$ cat src/rtl/trb_local_bus_bridge.sv
// TRBNet slow-control to local-bus bridge: decodes one register page, strobes one of
// NUM_CH local banks and returns its ack/data, a nack on timeout, or unknown on a decode miss.
module trb_local_bus_bridge #(
  parameter logic [15:0] BASE_ADDR = 16'h9000,
  parameter int          LOCAL_AW  = 6,
  parameter int          NUM_CH    = 4,
  parameter int          TIMEOUT   = 15
) (
  input  logic                  clk_100_i,
  input  logic                  reset_i,
  input  logic [15:0]           bus_addr_i,
  input  logic [31:0]           bus_data_i,
  input  logic                  bus_wr_i,
  input  logic                  bus_rd_i,
  output logic [31:0]           bus_data_o,
  output logic                  bus_ack_o,
  output logic                  bus_nack_o,
  output logic                  bus_unknown_o,
  output logic [LOCAL_AW-1:0]   lb_addr_o,
  output logic [31:0]           lb_data_o,
  output logic [NUM_CH-1:0]     lb_wr_o,
  output logic [NUM_CH-1:0]     lb_rd_o,
  input  logic [32*NUM_CH-1:0]  lb_data_i,
  input  logic [NUM_CH-1:0]     lb_ack_i
);

  localparam int                CH_BITS   = (NUM_CH > 1) ? $clog2(NUM_CH) : 1;
  localparam int                PAGE_LSB  = LOCAL_AW + CH_BITS;
  localparam logic [7:0]        TIMEOUT_V = 8'(TIMEOUT);
  localparam logic [CH_BITS:0]  NUM_CH_V  = (CH_BITS+1)'(NUM_CH);

  typedef enum logic [1:0] {IDLE, WAIT, RESP} state_t;

  state_t               state_q, state_d;
  logic [CH_BITS-1:0]   ch_q, ch_d;
  logic                 dir_q, dir_d;
  logic [7:0]           timer_q, timer_d;
  logic [LOCAL_AW-1:0]  lb_addr_d;
  logic [31:0]          lb_data_d, bus_data_d;
  logic [NUM_CH-1:0]    lb_wr_d, lb_rd_d;
  logic                 ack_d, nack_d, unk_d;

  logic [CH_BITS-1:0]   req_ch;
  logic                 page_hit;

  assign req_ch   = bus_addr_i[PAGE_LSB-1:LOCAL_AW];
  assign page_hit = (bus_addr_i[15:PAGE_LSB] == BASE_ADDR[15:PAGE_LSB]);

  always_comb begin
    state_d    = state_q;
    ch_d       = ch_q;
    dir_d      = dir_q;
    timer_d    = timer_q;
    lb_addr_d  = lb_addr_o;
    lb_data_d  = lb_data_o;
    lb_wr_d    = '0;
    lb_rd_d    = '0;
    bus_data_d = bus_data_o;
    ack_d      = 1'b0;
    nack_d     = 1'b0;
    unk_d      = 1'b0;
    case (state_q)
      WAIT: begin
        // an ack in the same cycle as the timeout still completes the transfer
        if (lb_ack_i[ch_q]) begin
          if (dir_q) bus_data_d = lb_data_i[32*int'(ch_q) +: 32];
          ack_d   = 1'b1;
          timer_d = '0;
          state_d = RESP;
        end else if (timer_q == TIMEOUT_V) begin
          nack_d  = 1'b1;
          timer_d = '0;
          state_d = IDLE;
        end else begin
          timer_d = timer_q + 8'd1;
        end
      end
      default: begin
        // RESP accepts requests like IDLE so back-to-back transfers need no gap
        state_d = IDLE;
        if (bus_wr_i && bus_rd_i) begin
          nack_d = 1'b1;
        end else if (bus_wr_i || bus_rd_i) begin
          if (!page_hit || ({1'b0, req_ch} >= NUM_CH_V)) begin
            unk_d = 1'b1;
          end else begin
            ch_d      = req_ch;
            dir_d     = bus_rd_i;
            lb_addr_d = bus_addr_i[LOCAL_AW-1:0];
            lb_data_d = bus_data_i;
            if (bus_rd_i) lb_rd_d = NUM_CH'(1) << req_ch;
            else          lb_wr_d = NUM_CH'(1) << req_ch;
            timer_d   = '0;
            state_d   = WAIT;
          end
        end
      end
    endcase
  end

  always_ff @(posedge clk_100_i or posedge reset_i) begin
    if (reset_i) begin
      state_q       <= IDLE;
      ch_q          <= '0;
      dir_q         <= 1'b0;
      timer_q       <= '0;
      lb_addr_o     <= '0;
      lb_data_o     <= '0;
      lb_wr_o       <= '0;
      lb_rd_o       <= '0;
      bus_data_o    <= '0;
      bus_ack_o     <= 1'b0;
      bus_nack_o    <= 1'b0;
      bus_unknown_o <= 1'b0;
    end else begin
      state_q       <= state_d;
      ch_q          <= ch_d;
      dir_q         <= dir_d;
      timer_q       <= timer_d;
      lb_addr_o     <= lb_addr_d;
      lb_data_o     <= lb_data_d;
      lb_wr_o       <= lb_wr_d;
      lb_rd_o       <= lb_rd_d;
      bus_data_o    <= bus_data_d;
      bus_ack_o     <= ack_d;
      bus_nack_o    <= nack_d;
      bus_unknown_o <= unk_d;
    end
  end

endmodule

$ cat config.mk
export PLATFORM = sky130hd
export DESIGN_NAME = trb_local_bus_bridge
export DESIGN_NICKNAME = d
export VERILOG_FILES = /design/src/rtl/trb_local_bus_bridge.sv
export SDC_FILE = /design/constraint.sdc
export NUM_CORES = 1
export LEC_CHECK = 0
export CAP_MARGIN = 40
export CORE_UTILIZATION = 42
export CTS_BUF_LIST = sky130_fd_sc_hd__clkbuf_8
export CTS_CLUSTER_SIZE = 8
export DETAILED_ROUTE_END_ITERATION = 7
export HOLD_SLACK_MARGIN = 0.03
export PLACE_DENSITY = 0.95
export SLEW_MARGIN = 20
export SYNTH_ARGS = -nofsm -noshare
export SYNTH_HDL_FRONTEND = slang
export SYNTH_SLANG_ARGS = --single-unit
$ cat constraint.sdc
create_clock -name clk_100_i -period 5.21 [get_ports clk_100_i]
set_clock_uncertainty 0.15 [all_clocks]
set_input_delay 1.042 -clock clk_100_i [delete_from_list [all_inputs] [get_ports clk_100_i]]
set_output_delay 1.042 -clock clk_100_i [all_outputs]
set_load 0.02 [all_outputs]
## Word level (Yosys, flattened, before mapping)

Cells that the tools add are included.

| operators by class | value |
|---|---|
| add/sub/neg operators | 1 |
| magnitude comparators | 1 |
| equality and inequality tests | 5 |
| shift-type cells | 2 |
| multiplexer cells | 34 |
| bitwise operators | 2 |
| reduce and logical (&&, ||, !) cells | 7 |

Operators by type and width:

| operator | count |
|---|---|
| indexed part select 128 x 8 -> 32 bit | 1 |
| 2-to-1 mux 8 bit | 6 |
| 2-to-1 mux 4 bit | 10 |
| 2-to-1 mux 1 bit | 14 |
| adder 8 x 1 -> 8 bit, second input constant | 1 |
| equality test 8 x 4 -> 1 bit, second input constant | 1 |
| equality test 8 bit, second input constant | 1 |
| 2-to-1 mux 2 bit | 3 |
| AND reduction 3 bit | 2 |
| AND reduction 4 bit | 1 |
| nonzero test 2 bit | 2 |
| left shift 1 x 2 -> 4 bit, first input constant | 1 |
| < comparator 2 x 3 -> 1 bit, second input constant | 1 |
| != test 3 bit, second input constant | 1 |
| binary-select mux 1 bit (select 2 bit) | 1 |
| equality test 2 x 1 -> 1 bit, second input constant | 1 |
| != test 2 x 1 -> 1 bit, second input constant | 1 |
| inverter 1 bit | 2 |
| logical AND 1 bit | 1 |
| logical OR 1 bit | 1 |

| word-level totals | value |
|---|---|
| register bits | 94 |
| input port bits | 184 |
| output and inout port bits | 81 |
| logic and storage cells | 64 |

## Logic depth before layout (Yosys ltp)

Gate-level depths: netlist (run 1).

| depth | value |
|---|---|
| depth in word-level cells | 6 |
| depth in mapped cells | 6 |
| gate-level depth less buffers | 5 |

## Worst setup path after synthesis (run 1)

Ideal clock, no wire load.

| timing | value |
|---|---|
| path kind | input to register |
| start | input lb_ack_i[3] |
| end | register bus_data_o[10] |
| arrival | 2.318 ns |
| data required time | 4.935 ns |
| setup slack | 2.617 ns |
| cell stages on the path | 5 |
| path buffers | 1 |
| cell sequence | mux4_2 > and2_4 > nand2_2 > buf_4 > mux2_2 |

| on the way | value |
|---|---|
| word-level cells in the longest chain between the ends | 3 |

Ends and longest elaborated chain:

| item | line | text |
|---|---|---|
| from (decl) | 24 | `input logic [NUM_CH-1:0] lb_ack_i` |
| binary-select mux 1 bit (select 2 bit) | 65 | `if (lb_ack_i[ch_q]) begin` |
| 2-to-1 mux 1 bit (implied by the code) | 65 |  |
| AND reduction 3 bit (no line) | -- |  |
| to (signal assigned) | 124 | `bus_data_o <= bus_data_d;` |
| to (decl) | 15 | `output logic [31:0] bus_data_o,` |

No other way between the ends. The select of a mux whose other input is x is not followed.
A chain may end at the register's enable or synchronous reset.

## Worst setup path after layout (run 1)

| timing | value |
|---|---|
| start | input bus_addr_i[15] |
| end | register lb_data_o[27] |

| on the way | value |
|---|---|
| word-level cells in the longest chain between the ends | 2 |

Ends and longest elaborated chain:

| item | line | text |
|---|---|---|
| from (decl) | 11 | `input logic [15:0] bus_addr_i,` |
| equality test 8 bit | 47 | `assign page_hit = (bus_addr_i[15:PAGE_LSB] == BASE_ADDR[15:PAGE_LSB]);` |
| AND reduction 4 bit (no line) | -- |  |
| to (signal assigned) | 121 | `lb_data_o <= lb_data_d;` |
| to (decl) | 20 | `output logic [31:0] lb_data_o,` |

No other way between the ends.

==> results of run 1 <==
-- cells in the final DEF (no fill, tap or decap), types with 2 or more instances in the layout --
| cell | n |
|---|---|
| a21oi_1 | 2 |
| a22o_1 | 2 |
| and3_1 | 3 |
| buf_16 | 2 |
| buf_4 | 3 |
| clkbuf_8 | 9 |
| clkdlybuf4s50_1 | 264 |
| dfrtp_1 | 93 |
| inv_1 | 2 |
| inv_6 | 2 |
| inv_8 | 2 |
| mux2_2 | 71 |
| mux4_2 | 33 |
| nand2_1 | 8 |
| nand2_2 | 2 |
| nand2b_1 | 3 |
| nand3_1 | 9 |
| nand3b_1 | 2 |
| nor2_1 | 8 |
| nor3_1 | 3 |
| nor4_1 | 2 |
| o21ai_0 | 7 |
| or3_1 | 2 |
| xnor2_1 | 2 |
| xor2_1 | 2 |
-- through the flow --
step                utilization (%)  cell area [sq um]  power (mW)
finish                         74.5               7420        1.77
global route                   74.5               7420        1.85
CTS                            74.0               7370        1.78
detailed placement             71.9               7160        1.27
global placement               71.7               7130        1.26
floorplan                         -               4370        1.00
-- cell families after synthesis --
| logic type | after synthesis |
|---|---|
| buf+inv | 18 |
| mux | 105 |
| simple gates | 47 |
| xor+xnor | 4 |
| fa+ha+maj | 1 |
| compound gates | 14 |
| flops | 94 |
-- sequential cells by signal, summed over array words and instances, names as in the netlist --
register and cells:
lb_addr_o 6, lb_wr_o 4, state_q 2, bus_ack_o 1, ch_q 2, bus_nack_o 1
dir_q 1, bus_data_o 32, timer_q 8, lb_rd_o 4, bus_unknown_o 1, lb_data_o 32
-- synthesized netlist by cell type --
master,n
nand3b_1,2
buf_1,1
clkbuf_1,7
a31oi_1,1
ha_1,1
buf_2,3
buf_6,1
mux2_2,71
mux4_2,33
and3_1,3
nand2_1,9
nor4bb_1,1
a22o_1,2
inv_1,3
nor2b_1,1
and2_4,1
nand4_1,1
o21ai_0,7
nand2_2,1
or3_1,2
nand3_1,9
buf_4,3
nor2_1,8
dfrtp_1,94
nor3_1,3
xnor2_1,2
a21oi_1,2
and2_1,1
a21boi_0,1
a211o_1,1
xor2_1,2
nor4_1,2
mux2_1,1
nand2b_1,3
-- power by group --
group | switching [mW] | internal, mW | leakage [nW]
Clock | 0.278 | 0.233 | 0.104
Combinational | 0.162 | 0.277 | 1.78
Sequential | 0.0360 | 0.783 | 1.26
Total | 0.476 | 1.29 | 3.15
-- path summary, 6_finish.rpt --
check                                      startpoint                         end  slack (ns)  cells past startpoint
min in group asynchronous                     reset_i  bus_data_o[13]$_DFFE_PP0P_        0.76                      2
setup / recovery                       bus_addr_i[15]   lb_data_o[27]$_DFFE_PP0P_        2.06                      6
setup reg to reg               state_q[1]$_DFFE_PP0P_   lb_data_o[27]$_DFFE_PP0P_        3.07                      5
max in group asynchronous                     reset_i   lb_data_o[28]$_DFFE_PP0P_        3.19                      4
hold / removal             bus_data_o[13]$_DFFE_PP0P_  bus_data_o[13]$_DFFE_PP0P_        0.36                      1
hold reg to reg            bus_data_o[13]$_DFFE_PP0P_  bus_data_o[13]$_DFFE_PP0P_        0.36                      1
-- critical path, cell delays in order --
cell,delay (ns)
clkdlybuf4s50_1,0.46
nor4bb_1,0.49
and3_1,0.31
nand2_2,0.33
buf_16,0.30
mux2_2,0.29
-- layer usage --
layer  vias to the layer above  GRT usage, %
met5                         -             0
met4                         0          9.08
met3                        24          6.02
met2                       217          46.1
met1                      1772          28.4
li1                       1595             -
-- layout make-up --
type                    count  share of cell area, %
inverters                   3                  0.186
multi-input cells         171                   26.1
repair buffers            270                   36.9
clock buffers               9                   1.67
clock inverters             7                   1.16
well taps                 133                   2.24
flip-flops and latches     94                   31.7
==> run_results.csv, run 1 <==
group,metric,value,unit
status,outcome,"finished, final reports clean",
critical_path,critical_path_class,"input port to register",
yosys,synth-seq-cells,94,
yosys,syn_area,4370,sq um
critical_path,required,5.29,ns
die,die_area,10800,sq um
routing,drc_errors,0,
routing,met2_length,7.08,mm
finish,drive_gt1_share,23.6,%
timing,worst_slew_pin_slew,0.700,ns
cts,insertion_delay,0.35,ns
placed_design,port_buffers,264,
power_and_ir_drop,leakagePower,3.15,nW
cts,cts_tree,"done",
finish,area_delta_synth_final,69.6,%
die,fp.dieW,104,um
yosys,synthCells,283,
cts,clkSinkCount,94,
yosys,avgSynthCellArea,15.5,sq um
yosys,synth_area_leaders,"dfrtp_1 54%, mux2_2 18%, mux4_2 17%, nand3_1 1.0%, o21ai_0 0.80%",
yosys,ys_seq_area_share,53.8,%
placed_design,dp_slack,1.70,ns
global_routing,antenna_found_initial,0,
power_and_ir_drop,ir_drop,0.123,mV
routing,drt_iter0_markers,200,
cts,cts_buffers,9,
finish,num_antenna_cells,0,
cts,hold_buffers,0,
min_path,hp-class,"register to register",
global_routing,overflow,0,
timing,rsz0062_at_grt,"no",
run,cap_violations,0,
critical_path,crit_path_end_kind,"register",
yosys,synth_top_cell_area_share,53.8,%
yosys,synth.distinct_cells,34,
placed_design,placedCellCount,669,
finish,regArea,2350,sq um
global_routing,grt_max_degree,63,
yosys,synthSimpleGateAreaFrac,5.61,%
routing,dr.pass1.iters,6,
yosys,synthAdderAreaFrac,0.286,%
die,die_h,104,um
timing,post-route-period-util,60.6,%
cts,cts_buffer_depth,2,
timing,final_max_slew_viol_count,0,
finish,nets,734,
timing,fin_ws,2.06,ns
global_routing,grt_first_pass_wirelength,20.8,mm
timing,holdWs,0.363,ns
die,core-area,9950,sq um
power_and_ir_drop,power_density,238,nW/um^2
timing,fmax,317,MHz
timing,hold_viol,0,
timing,setup_violations,0,
cts,ctsResizeCount,0,
cts,h-tree-depth,3,
critical_path,crit_arrival,3.24,ns
routing,wirelength,13.1,mm
yosys,syn_nets,468,
placed_design,dp_hpwl,10.1,mm
routing,wl_met3,995,um
finish,finalNonFillerCells,687,
yosys,yosys.area_share.xor_xnor,0.801,%
die,io_pins,265,
routing,ant_nets,0,
critical_path,critPathMaxFanout,24,
global_routing,grt_pass1_vias,3978,
placed_design,gp_congestion,0.868,
cts,cts_root_buffer,"clkbuf_8",
yosys,synth_compound_area_share,1.95,%
die,initial_core_util,43.9,%
finish,nFillCells,641,
critical_path,start_kind,"input port",
yosys,yosysWarnings,0,
routing,top_layer,"met4",
global_routing,grt_usage,25.2,%
routing,wl_met1,4.74,mm
cts,post-cts-setup-buffer-count,0,
routing,wl_per_cell,19.1,um
finish,multi_input_area,1930,sq um
cts,clk_transition_reported_paths,0.10,ns
die,num_rows,36,
routing,via_per_inst,5.25,
timing,period_minus_slack,3.15,ns
yosys,synth_top_family_by_area,"multiplexers",
timing,slew_headroom,53.1,%
yosys,synthMuxAreaShare,35.5,%
routing,vias,3608,
timing,finalSetupTns,0,ns
yosys,synth_top_cell_by_area,"dfrtp_1",
(Power assumes the default switching activity.)
==> inputs of run 2 (changes only) <==
--- a/config.mk
+++ b/config.mk
@@ -6,7 +6,7 @@
 export NUM_CORES = 1
 export LEC_CHECK = 0
 export CAP_MARGIN = 40
-export CORE_UTILIZATION = 42
+export CORE_UTILIZATION = 39
 export CTS_BUF_LIST = sky130_fd_sc_hd__clkbuf_8
 export CTS_CLUSTER_SIZE = 8
 export DETAILED_ROUTE_END_ITERATION = 7
==> constraint.sdc (replaced) <==
create_clock -name clk_100_i -period 3.3 [get_ports clk_100_i]
set_clock_uncertainty 0.15 [all_clocks]
set_input_delay 0.66 -clock clk_100_i [delete_from_list [all_inputs] [get_ports clk_100_i]]
set_output_delay 0.66 -clock clk_100_i [all_outputs]
set_load 0.02 [all_outputs]
==> run 2 against run 1 <==
  * Combinational power up 57%
  * Flip-flop and latch count did not move
  * Design area is essentially flat
  * Critical path depth unchanged
  * First-iteration DRC count is 41% lower
  * Sequential share of layout area barely moved
  * Largest cell class unchanged
==> run_results.csv, run 2 (synthesis results as in run 1) <==
group,metric,value,unit
status,outcome,"finished, final reports clean",
timing,finalSetupTns,0,ns
finish,num_antenna_cells,0,
critical_path,cp_top_family,"simple AND/OR/NAND/NOR gates",
critical_path,crit_arrival,2.60,ns
placed_design,dp_hpwl,10.3,mm
timing,setup_violations,0,
die,core-area,10900,sq um
placed_design,port_buffers,264,
global_routing,grt_pass1_vias,3877,
power_and_ir_drop,leakagePower,3.14,nW
timing,slew_headroom,50.9,%
critical_path,crit_slowest_cell,"clkdlybuf4s50_1",
run,cap_violations,0,
die,die_h,108,um
cts,h-tree-depth,3,
cts,cts_tree,"done",
die,num_rows,38,
timing,final_max_slew_viol_count,0,
routing,wirelength,13.0,mm
power_and_ir_drop,power_density,372,nW/um^2
routing,wl_per_cell,18.8,um
critical_path,start_kind,"input port",
die,io_pins,265,
cts,cts_root_buffer,"clkbuf_8",
finish,area_delta_synth_final,69.5,%
global_routing,grt_max_degree,58,
critical_path,path_buf_inv,2,
finish,finalNonFillerCells,693,
die,die_area,11600,sq um
cts,insertion_delay,0.36,ns
cts,cts_buffers,9,
timing,period_minus_slack,2.51,ns
die,fp.dieW,108,um
critical_path,crit_chain,"clkdlybuf4s50_1, nor4bb_1, and3_1, nand2_2, buf_12, mux2_2",
cts,hold_buffers,0,
cts,clk_transition_reported_paths,0.08,ns
placed_design,dp_slack,0.413,ns
placed_design,gp_congestion,0.758,
critical_path,crit_path_end_kind,"register",
global_routing,grt_first_pass_wirelength,19.8,mm
critical_path,r2r_slack,0.81,ns
finish,multi_input_area,1930,sq um
timing,hold_viol,0,
finish,reg_top3,"bus_data_o x32, lb_data_o x32, timer_q x8",
finish,nFillCells,768,
cts,ctsResizeCount,0,
finish,mostFrequentLayoutCell,"clkdlybuf4s50_1",
timing,rsz0062_at_grt,"no",
timing,fmax,398,MHz
global_routing,antenna_found_initial,0,
routing,drt_iter0_markers,119,
cts,clkSinkCount,94,
routing,via_per_inst,5.11,
placed_design,placedCellCount,677,
global_routing,overflow,0,
critical_path,required,3.39,ns
finish,regArea,2350,sq um
timing,worst_slew_pin_slew,0.733,ns
cts,cts_buffer_depth,2,
routing,drc_errors,0,
finish,drive_gt1_share,23.5,%
routing,ant_nets,0,
critical_path,critical_path_class,"input port to register",
critical_path,critPathMaxStageDelay,0.44,ns
timing,post-route-period-util,76.2,%
timing,fin_ws,0.785,ns
finish,nets,734,
min_path,hp-class,"register to register",
routing,dr.pass1.iters,6,
routing,vias,3541,
power_and_ir_drop,ir_drop,0.245,mV
global_routing,grt_usage,22.7,%
critical_path,critPathMaxFanout,32,
die,initial_core_util,40.2,%
cts,post-cts-setup-buffer-count,0,
finish,layout_common_cells,"264 x clkdlybuf4s50_1, 93 x dfrtp_1, 71 x mux2_2",
-- run 2: cell count changes in the layout (fill, tap and decap cells not counted) --
| cell | previous run | this run |
|---|---|---|
| buf_12 | 1 | 3 |
| buf_16 | 2 | 1 |
| buf_4 | 3 | 2 |
| clkinv_2 | 0 | 1 |
| inv_8 | 2 | 0 |
-- run 2: final timing paths --
| check | start | to | depth (start not counted) |
|---|---|---|---|
| min in group asynchronous | reset_i | bus_data_o[17]$_DFFE_PP0P_ | 2 |
| worst min register to register | bus_data_o[20]$_DFFE_PP0P_ | bus_data_o[20]$_DFFE_PP0P_ | 1 |
| worst max register to register | ch_q[0]$_DFFE_PP0P_ | bus_data_o[14]$_DFFE_PP0P_ | 5 |
| max in group asynchronous | reset_i | lb_data_o[30]$_DFFE_PP0P_ | 4 |
| worst max-delay path | bus_addr_i[15] | lb_data_o[25]$_DFFE_PP0P_ | 6 |
| worst min-delay path | bus_data_o[20]$_DFFE_PP0P_ | bus_data_o[20]$_DFFE_PP0P_ | 1 |
-- run 2: final cells by class --
type / instances / share of cell area [%]
repair buffers: 270 / 37.0
flip-flops and latches: 94 / 31.7
multi-input cells: 171 / 26.1
well taps: 140 / 2.36
clock buffers: 9 / 1.67
clock inverters: 6 / 0.928
inverters: 3 / 0.186
-- run 2: per-layer routing --
layer / wire length (um) / vias up / global-route usage, %
met5: 0 / - / 0
met3: 891 / 31 / 5.69
met1: 4780 / 1764 / 25.2
met2: 6930 / 160 / 40.3
met4: 402 / 0 / 11.7
li1: - / 1586 / -
-- run 2: worst register-to-register path: cells and delay by family (launching register included) --
| kind | cells | cell delay, ns |
|---|---|---|
| buf+inv | 1 | 0.20 |
| mux | 2 | 1.04 |
| flops | 1 | 0.71 |
| simple gates | 2 | 0.28 |
-- run 2: power by group --
group	switching [mW]	total (mW)	internal, mW
sequential	0.0605	1.30	1.24
combinational	0.252	0.691	0.439
clock	0.415	0.767	0.352
total	0.727	2.75	2.03
-- run 2: metrics by stage --
step	power (mW)	utilization, %	instance area (sq um)	hold slack (ns)
final	2.75	68.1	7410	0.360
after global routing	2.88	68.1	7410	0.351
after CTS	2.78	67.8	7390	0.363
after detailed placement	2.01	66.1	7190	0.343
after global placement	1.99	66.1	7190	0.332
after floorplan	1.58	-	4370	0.343
==> inputs of run 3 (changes only) <==
--- a/config.mk
+++ b/config.mk
@@ -6,12 +6,12 @@
 export NUM_CORES = 1
 export LEC_CHECK = 0
 export CAP_MARGIN = 40
-export CORE_UTILIZATION = 39
+export CORE_UTILIZATION = 35
 export CTS_BUF_LIST = sky130_fd_sc_hd__clkbuf_8
 export CTS_CLUSTER_SIZE = 8
 export DETAILED_ROUTE_END_ITERATION = 7
 export HOLD_SLACK_MARGIN = 0.03
-export PLACE_DENSITY = 0.95
+export PLACE_DENSITY = 0.91
 export SLEW_MARGIN = 20
 export SYNTH_ARGS = -nofsm -noshare
 export SYNTH_HDL_FRONTEND = slang
==> constraint.sdc (replaced) <==
create_clock -name clk_100_i -period 2 [get_ports clk_100_i]
set_clock_uncertainty 0.15 [all_clocks]
set_input_delay 0.4 -clock clk_100_i [delete_from_list [all_inputs] [get_ports clk_100_i]]
set_output_delay 0.4 -clock clk_100_i [all_outputs]
set_load 0.02 [all_outputs]
==> run 3 against run 2 <==
  * Worst hold slack worse by 0.11 ns
  * Wire length is 9.9% higher
  * Non-clock buffer count is 19 higher
  * Largest cell class unchanged
  * Via count is 2.7% higher
  * Global-route usage is 1.2 points lower
  * Power is 62% higher
  * Sequential share of layout area is 1.2 points lower
  * Flip-flop and latch count stayed put
  * Worst setup slack worse by 0.82 ns
  * The run now ends with negative setup slack left
  * Critical endpoint is now lb_data_o[24]$_DFFE_PP0P_
  * Register-to-register slack worse by 0.82 ns
  * Critical path type unchanged
==> run_results.csv, run 3 (synthesis results as in run 1) <==
group,metric,value,unit
status,outcome,"finished with violations",
status,violations,"negative setup slack",
cts,cts_root_buffer,"clkbuf_8",
critical_path,critical_path_class,"input port to register",
routing,dr.pass1.iters,4,
critical_path,startpoint,"bus_addr_i[15]",
power_and_ir_drop,power_density,577,nW/um^2
critical_path,worstRegToRegCells,5,
die,initial_core_util,36.1,%
cts,cts_buffer_depth,2,
die,io_pins,265,
timing,fin_ws,-0.0341,ns
cts,clk_transition_reported_paths,0.09,ns
placed_design,dp_slack,-0.375,ns
placed_design,port_buffers,264,
routing,via_per_inst,4.91,
finish,num_antenna_cells,0,
cts,cts_buffers,9,
global_routing,grt_usage,21.5,%
global_routing,overflow,0,
die,num_rows,40,
routing,vias,3636,
cts,hold_buffers,0,
timing,period_minus_slack,2.03,ns
timing,final_max_slew_viol_count,0,
power_and_ir_drop,ir_drop,0.292,mV
critical_path,r2r_slack,-0.01,ns
timing,fmax,492,MHz
power_and_ir_drop,power,4.45,mW
finish,nets,753,
die,die_area,12900,sq um
critical_path,start_kind,"input port",
critical_path,crit_path_end_kind,"register",
critical_path,required,2.09,ns
routing,drt_iter0_markers,145,
routing,wl_per_cell,19.3,um
die,fp.dieW,114,um
global_routing,grt_max_degree,41,
timing,worst_slew_pin_slew,0.700,ns
timing,hold_viol,0,
timing,post-route-period-util,102,%
critical_path,crit_arrival,2.12,ns
finish,layout_common_cells,"264 x clkdlybuf4s50_1, 93 x dfrtp_1, 52 x mux2_2",
finish,mostFrequentLayoutCell,"clkdlybuf4s50_1",
power_and_ir_drop,leakagePower,3.35,nW
routing,drc_errors,0,
cts,clkSinkCount,94,
global_routing,grt_pass1_vias,3839,
global_routing,antenna_found_initial,0,
timing,rsz0062_at_grt,"yes",
timing,slew_headroom,53.1,%
die,die_h,114,um
routing,ant_nets,0,
critical_path,critPathMaxFanout,32,
routing,wirelength,14.3,mm
placed_design,dp_hpwl,11.3,mm
finish,drive_gt1_share,25.8,%
critical_path,r2r-end,"bus_data_o[10]$_DFFE_PP0P_",
placed_design,gp_congestion,0.871,
min_path,hp-class,"input port to async pin",
finish,area_delta_synth_final,76.2,%
critical_path,rr_startpoint,"ch_q[0]$_DFFE_PP0P_",
cts,h-tree-depth,3,
run,cap_violations,0,
finish,reg_top3,"bus_data_o x32, lb_data_o x32, timer_q x8",
cts,insertion_delay,0.36,ns
cts,cts_tree,"done",
timing,setup_violations,36,
global_routing,grt_first_pass_wirelength,20.8,mm
die,core-area,12100,sq um
run 3: report_power, final:
group	internal (mW)	leakage, nW	switching, mW
registers	2.04	1.26	0.101
clock network	0.463	0.102	0.623
logic	0.773	1.98	0.449
total	3.28	3.35	1.17
run 3: cell type report:
cell class / count / area (sq um)
timing repair buffer: 289 / 2920
fill: 939 / 4410
inverter: 3 / 15.0
multi-input combinational: 171 / 2040
clock inverter: 6 / 23.8
clock buffer: 10 / 138
sequential: 94 / 2350
tap: 168 / 210
run 3: worst max-delay path by stage:
stage                     slack, ns                         end
after floorplan               0.002  bus_data_o[10]$_DFFE_PP0P_
after global placement        -0.35  bus_data_o[10]$_DFFE_PP0P_
after detailed placement      -0.37      timer_q[5]$_DFFE_PP0P_
after CTS                    0.0003      timer_q[5]$_DFFE_PP0P_
after global routing          -0.05  bus_data_o[15]$_DFFE_PP0P_
final                         -0.03   lb_data_o[24]$_DFFE_PP0P_
run 3: metal layers:
layer | GRT usage (%) | share of wire [%]
met1 | 24.5 | 38
met2 | 39.6 | 54
met3 | 4.36 | 6.1
met4 | 8.14 | 1.9
met5 | 0 | 0
run 3: critical path, cell delays in order:
cell and delay [ns]:
clkdlybuf4s50_1 0.48, nor4bb_4 0.29, buf_4 0.15, and3_1 0.20
nand2_2 0.09, buf_12 0.19, mux2_2 0.29
run 3: what timing repair did:
action / CTS / global route
setup buffers: 1 / 0
setup endpoints to repair: 9 / 73
pin swaps: 0 / 1
resized for setup: 1 / 25
hold endpoints to repair: 0 / 0
run 3: stage by stage:
step	hold WS [ns]	cells	instance area (sq um)	util [%]	setup TNS [ns]
final	0.246	741	7710	63.6	-0.499
after global routing	0.262	741	7710	63.6	-1.10
after detailed placement	0.339	724	7430	61.3	-29.67
after floorplan	0.321	283	4400	-	0
after CTS	0.243	741	7610	62.8	0
after global placement	0.330	724	7430	61.3	-28.14
